===== src/rtl/mem_access_unit_pkg.sv =====
// Shared types for the memory access sequencer:
// word width, sequencer states and request kinds.
package mem_access_unit_pkg;

  localparam int WORD_SIZE = 16;

  typedef enum logic [1:0] {
    IDLE   = 2'd0,
    ACCESS = 2'd1,
    DONE   = 2'd2
  } state_t;

  typedef enum logic [1:0] {
    FETCH = 2'd0,
    READ  = 2'd1,
    WRITE = 2'd2
  } kind_t;

endpackage


===== src/rtl/mem_access_unit.sv =====
// Multi-cycle sequencer for fetch/load/store on a single-ported memory.
// Optional access timeout enabled by defining MEM_TIMEOUT_EN.
import mem_access_unit_pkg::*;

module mem_access_unit #(
  parameter int WORD_SIZE = mem_access_unit_pkg::WORD_SIZE,
  parameter int TIMEOUT   = 15
) (
  input  logic                 clk,
  input  logic                 reset_n,
  input  logic                 fetch_req,
  input  logic                 rd_req,
  input  logic                 wr_req,
  input  logic [WORD_SIZE-1:0] pc,
  input  logic [WORD_SIZE-1:0] data_addr,
  input  logic [WORD_SIZE-1:0] wr_data,
  output logic                 busy,
  output logic                 done,
  output logic [WORD_SIZE-1:0] instruction,
  output logic [WORD_SIZE-1:0] mdr,
  output logic                 err,
  output logic                 readM,
  output logic                 writeM,
  output logic [WORD_SIZE-1:0] address,
  output logic [WORD_SIZE-1:0] mem_wdata,
  input  logic [WORD_SIZE-1:0] mem_rdata,
  input  logic                 input_ready,
  input  logic                 ack_output
);

  state_t state;
  kind_t  kind;
  logic   hit;

  // completion strobe for the transaction in flight
  assign hit = (kind == WRITE) ? ack_output : input_ready;

`ifdef MEM_TIMEOUT_EN
  localparam int CW = $clog2(TIMEOUT + 1);
  logic [CW-1:0] tcount;
`else
  logic unused_timeout;
  assign unused_timeout = (TIMEOUT != 0);
  assign err = 1'b0;
`endif

  // sequencer: accept in IDLE, wait in ACCESS, one-cycle DONE
  always_ff @(posedge clk) begin
    if (!reset_n) begin
      state       <= IDLE;
      kind        <= FETCH;
      busy        <= 1'b0;
      done        <= 1'b0;
      readM       <= 1'b0;
      writeM      <= 1'b0;
      address     <= '0;
      mem_wdata   <= '0;
      instruction <= '0;
      mdr         <= '0;
`ifdef MEM_TIMEOUT_EN
      err         <= 1'b0;
      tcount      <= '0;
`endif
    end else begin
      unique case (state)
        IDLE: begin
          done <= 1'b0;
`ifdef MEM_TIMEOUT_EN
          tcount <= '0;
`endif
          if (fetch_req) begin
            kind    <= FETCH;
            address <= pc;
            readM   <= 1'b1;
            busy    <= 1'b1;
            state   <= ACCESS;
          end else if (rd_req) begin
            kind    <= READ;
            address <= data_addr;
            readM   <= 1'b1;
            busy    <= 1'b1;
            state   <= ACCESS;
          end else if (wr_req) begin
            kind      <= WRITE;
            address   <= data_addr;
            mem_wdata <= wr_data;
            writeM    <= 1'b1;
            busy      <= 1'b1;
            state     <= ACCESS;
          end
        end
        ACCESS: begin
          if (hit) begin
            if (kind == FETCH) instruction <= mem_rdata;
            if (kind == READ)  mdr         <= mem_rdata;
            readM  <= 1'b0;
            writeM <= 1'b0;
            busy   <= 1'b0;
            done   <= 1'b1;
            state  <= DONE;
          end
`ifdef MEM_TIMEOUT_EN
          else if (tcount == CW'(TIMEOUT - 1)) begin
            err    <= 1'b1;
            readM  <= 1'b0;
            writeM <= 1'b0;
            busy   <= 1'b0;
            done   <= 1'b1;
            state  <= DONE;
          end else begin
            tcount <= tcount + 1'b1;
          end
`endif
        end
        DONE: begin
          done  <= 1'b0;
          state <= IDLE;
        end
        default: state <= IDLE;
      endcase
    end
  end

endmodule


===== config.mk =====
export PLATFORM = sky130hd
export DESIGN_NAME = mem_access_unit
export DESIGN_NICKNAME = d
export VERILOG_FILES = /design/src/rtl/mem_access_unit_pkg.sv /design/src/rtl/mem_access_unit.sv
export SDC_FILE = /design/constraint.sdc
export NUM_CORES = 1
export LEC_CHECK = 0
export CORE_MARGIN = 8
export CORE_UTILIZATION = 40
export CTS_BUF_LIST = sky130_fd_sc_hd__clkbuf_4
export DETAILED_ROUTE_END_ITERATION = 12
export PLACE_DENSITY = 0.86
export SLEW_MARGIN = 20
export SYNTH_ARGS = -nofsm -noshare
export SYNTH_HDL_FRONTEND = slang
export SYNTH_SLANG_ARGS = --single-unit

===== constraint.sdc =====
create_clock -name clk -period 2 [get_ports clk]
set_input_delay 0.5 -clock clk [delete_from_list [all_inputs] [get_ports clk]]
set_output_delay 0.5 -clock clk [all_outputs]
set_load 0.02 [all_outputs]

# Word-level counts from Yosys, hierarchy flattened
# Index checks and enable logic that the tools add are counted.
# op_classes
n_addsub	0
mul	0
div	0
order_cmp	0
n_eq_ne	10
shift	0
muxes	25
n_bitwise	2
n_reduce_logical	15
# ops
operator	count
2-to-1 mux 16 bit	3
2-to-1 mux 2 bit	7
AND reduction 3 bit	4
2-to-1 mux 1 bit	10
!= test 2 bit, second input constant	4
one-hot mux 1 bit (2 select lines)	4
AND reduction 2 bit	3
AND reduction 5 bit	1
equality test 2 x 1 -> 1 bit, second input constant	2
equality test 2 bit, second input constant	2
zero test 2 bit	2
!= test 4 bit, second input constant	1
one-hot mux 2 bit (2 select lines)	1
AND reduction 4 bit	1
nonzero test 2 bit	2
!= test 3 bit, second input constant	1
nonzero test 3 bit	1
inverter 1 bit	2
OR reduction 2 bit	1
# totals
ff_bits	72
latchBits	0
mem_bits_rw	0
rom_bits	0
input_bits	71
output_inout_bits	69
wordCells	62
memories	0

# Logic depth before layout (Yosys ltp)
# logic_depth
word_depth	4
ltp_mapped	6
ltp_nobuf	3

# Worst setup path before layout
# Ideal clock, no wire load.
# synth_path
kind	in2reg
start	input fetch_req
end	register address[1]
setup_time_ns	0.080
t_arrival_ns	1.583
required_time_ns	1.920
path_slack_ns	0.337
stages	6
n_path_buf	3
cell_sequence	or3_1 buf_2 and2_1 buf_6 buf_6 a211oi_2
# synth_via
elab_chain_cells	2
word_cells_on_any_way	3
classes_between	mux: 1; reduce/logical: 2
# synth_rtl
element	line	rtl
from (decl)	mem_access_unit.sv:11	input logic fetch_req,
nonzero test 3 bit (no source line)	--	
AND reduction 2 bit (no source line)	--	
to (signal assigned)	mem_access_unit.sv:73	address <= pc;
to (signal assigned)	mem_access_unit.sv:79	address <= data_addr;
to (signal assigned)	mem_access_unit.sv:85	address <= data_addr;
to (decl)	mem_access_unit.sv:24	output logic [WORD_SIZE-1:0] address,
# Several ways; a longest one is shown, not always the timed one.
# A chain may end at the register's enable or synchronous reset.

# Worst setup path in the final report
# layout_path
start	register address[0]
end	output address[0]
# No word-level cell between the ends.

==> impl_summary.log <==
INFO  metric result_of_the_run = finished, final reports clean
INFO  metric number_of_synthesized_register_bits = 72
INFO  metric layout_worst_path_cycle_share = 95.3%
INFO  metric gp_congestion = 0.795
INFO  metric detailedPlacementHpwl = 6440 um
INFO  metric core_area = 0.00725 mm2
INFO  metric total_power = 3.06 mW
INFO  metric final_hold_viols = 0
INFO  metric via_count = 2726
INFO  metric most_frequent_cells_in_the_layout = clkdlybuf4s50_1, nand2_1, dfxtp_1, mux2i_1, a21oi_1
INFO  metric synth.avg_cell_area = 9.59 um2
INFO  metric crit_buf_inv = 1
INFO  metric gr-total-overflow = 0
INFO  metric design.final.nets = 524
INFO  metric pin_count_of_the_biggest_net_entering_global_routing = 85
INFO  metric ctsLongestPathBuffers = 2
INFO  metric synthesis.instances = 313
INFO  metric synth-seq-area-share = 48.0%
INFO  metric setup_tns = 0 ns
INFO  metric top_level_port_count = 140
INFO  metric finalSetupViolations = 0
INFO  metric clock_skew_after_layout = 0.0135 ns
INFO  metric critical_path.cell_chain = clkdlybuf4s50_1
INFO  metric avgViaCountPerCell = 4.89
INFO  metric postLayoutCellArea = 0.00465 mm2
INFO  metric avgRoutedWirePerCell = 15.0 um
INFO  metric slew_at_the_pin_with_the_worst_max_slew_slack = 0.502 ns
INFO  metric dpl_worst_slack = -0.0884 ns
INFO  metric worst_case_headroom_to_the_max_slew_limit = 66.4%
INFO  metric initial_standard_cell_utilization_of_the_core = 41.4%
INFO  metric cts.clk_slew.worst_paths = 0.12 ns
INFO  metric critical_path.endpoint_type = primary output
INFO  metric power.ir.vdd_worst = 357 uV
INFO  metric post_cts.resized_instances = 0
INFO  metric tritoncts = built
INFO  metric fin_cells = 557
INFO  metric worstReg2RegEnd = mem_wdata[11]
INFO  metric cts_setup_buffers = 0
INFO  metric grt_use_total = 16.2%
INFO  metric critical-path-top-delay-family = buffers and inverters
INFO  metric synth.area.top_cells = dfxtp_1, mux2i_1, nand2_1
INFO  metric final.min_clock_period = 1.91 ns
INFO  metric path_max_fanout = 2
INFO  metric r2r_slack = 0.39 ns
INFO  metric die_area = 0.0105 mm2
INFO  metric timing.critical_path.slowest_cell_delay = 0.62 ns
INFO  metric cp-start-kind = flip-flop
INFO  metric cts.sink_count = 72
INFO  metric finish.utilization = 64.1%
INFO  metric cp.required = 1.50 ns
INFO  metric synth_nets = 384
INFO  metric crit-reg2reg-launch = state[1]
INFO  metric dp.cells = 541
INFO  metric yosysWarnings = 0
INFO  metric reg2reg_depth = 4
INFO  metric fp.dieH = 103 um
INFO  metric critical_path_class = reg -> out
INFO  metric diodes = 0
INFO  metric share_of_cells_above_drive_strength_1 = 9.61%
INFO  metric htree_levels = 3
INFO  metric area_growth_syn_to_layout = 55.0%
INFO  metric worst_hold_slack = 0.463 ns
INFO  metric drtAntennaViolNets = 0
INFO  metric hold_path_class = reg -> reg
INFO  metric power_per_standard_cell_area = 658 mW/mm2
INFO  metric critical-path-slowest-cell = clkdlybuf4s50_1
INFO  metric clock_latency_on_the_worst_skew_pair = 0.39 ns
INFO  metric post-synth-top-area-cell = dfxtp_1
INFO  metric synth_area = 0.00300 mm2
INFO  metric tritoncts.num_buffers = 9
INFO  metric grt_pass1_wl = 13400 um
INFO  metric setup_ws_final = 0.0945 ns
INFO  metric detailedRoute.firstIterationViolations = 45
INFO  metric portBuffers = 138
INFO  metric drv_cap = 0
INFO  metric place_area = 0.00453 mm2
INFO  metric floorplan.die.width = 103 um
INFO  metric p_leak = 1.88 nW
INFO  metric synth_largest_type_area_fraction = 48.0%
INFO  metric ctsHoldBuffers = 0
INFO  metric wl = 8350 um
INFO  metric worstSetupStartpoint = address[0]
INFO  metric first_global_vias = 2848
INFO  metric drv_slew = 0
INFO  metric root_buffer = clkbuf_4
INFO  metric critical_path.endpoint = address[0]
INFO  metric worst-endpoint-arrival = 1.41 ns
INFO  metric antenna_found_initial = 0
INFO  metric final_common_cell = clkdlybuf4s50_1
INFO  metric rsz_0062_raised_after_global_routing = no
INFO  metric crit_cells = 1
INFO  metric synth_cell_type_count = 31
INFO  metric route.detailed.drc = 0
INFO  metric detail_route.first_pass.iterations = 4
INFO  metric row_count = 31
INFO  metric fmaxAchievable = 525 MHz
## flip-flops by register name (all words and copies together) (netlist names)
register and count:
mem_wdata 16, address 16, instruction 16, writeM 1, done 1, readM 1, busy 1, kind 2
mdr 16, state 2
## report_power, final
part           internal [mW]  switching, mW  total [mW]
sequential              1.52         0.0581        1.58
clock                  0.261          0.490       0.751
combinational          0.390          0.342       0.732
## kinds of logic after synthesis
| logic type | share of synthesized area, % |
|---|---|
| compound gates | 11.4 |
| buf+inv | 4.71 |
| flops | 48.0 |
| mux | 21.4 |
| other cells | 0.125 |
| simple gates | 14.4 |
## synthesized netlist by cell type, drive strengths merged
cell type and count:
nand2b 1, nor2b 2, mux2i 64, clkbuf 14, nand4 1, a31oi 2
nand3b 2, o211ai 3, buf 11, o311a 1, o31ai 1, a21oi 18
dfxtp 72, or3 1, nor2 4, and2 1, nand3 1, o21ai 4
conb 1, and3b 1, and3 1, nor3 1, and4bb 1, a211oi 16
nand2 83, nor3b 2, a2111oi 1, inv 3
## worst min path at each step
stage                     slack [ns]            start  cells past startpoint         endpoint
after floorplan                 0.48          kind[0]                      2          kind[0]
after global placement          0.44    mem_wdata[12]                      2    mem_wdata[12]
after detailed placement        0.45   instruction[4]                      2   instruction[4]
after CTS                       0.47  instruction[11]                      2  instruction[11]
after global routing            0.48     mem_wdata[6]                      2     mem_wdata[6]
final                           0.46  instruction[11]                      2  instruction[11]
## area by class of cell
type | count | area [um2]
Timing Repair Buffer | 154 | 1540
Sequential cell | 72 | 1440
Fill cell | 592 | 2600
Clock inverter | 6 | 36.3
Clock buffer | 10 | 75.1
Tap cell | 99 | 124
Multi-Input combinational cell | 213 | 1420
Inverter | 3 | 11.3
## per-layer routing
metal | share of wire (%) | track usage [%] | up-vias
met1 | 41 | 17.2 | 1251
met5 | 0 | 0 | -
met4 | 0.66 | 4.74 | 0
met3 | 12 | 8.85 | 9
met2 | 47 | 26.9 | 110
li1 | - | - | 1356
## worst reg2reg max path: stages (launching register included)
cell	delay, ns
dfxtp_1	0.41
nor2_1	0.44
and3_1	0.29
buf_12	0.18
mux2i_1	0.22
Note: power is estimated with default switching activity, not from simulation.
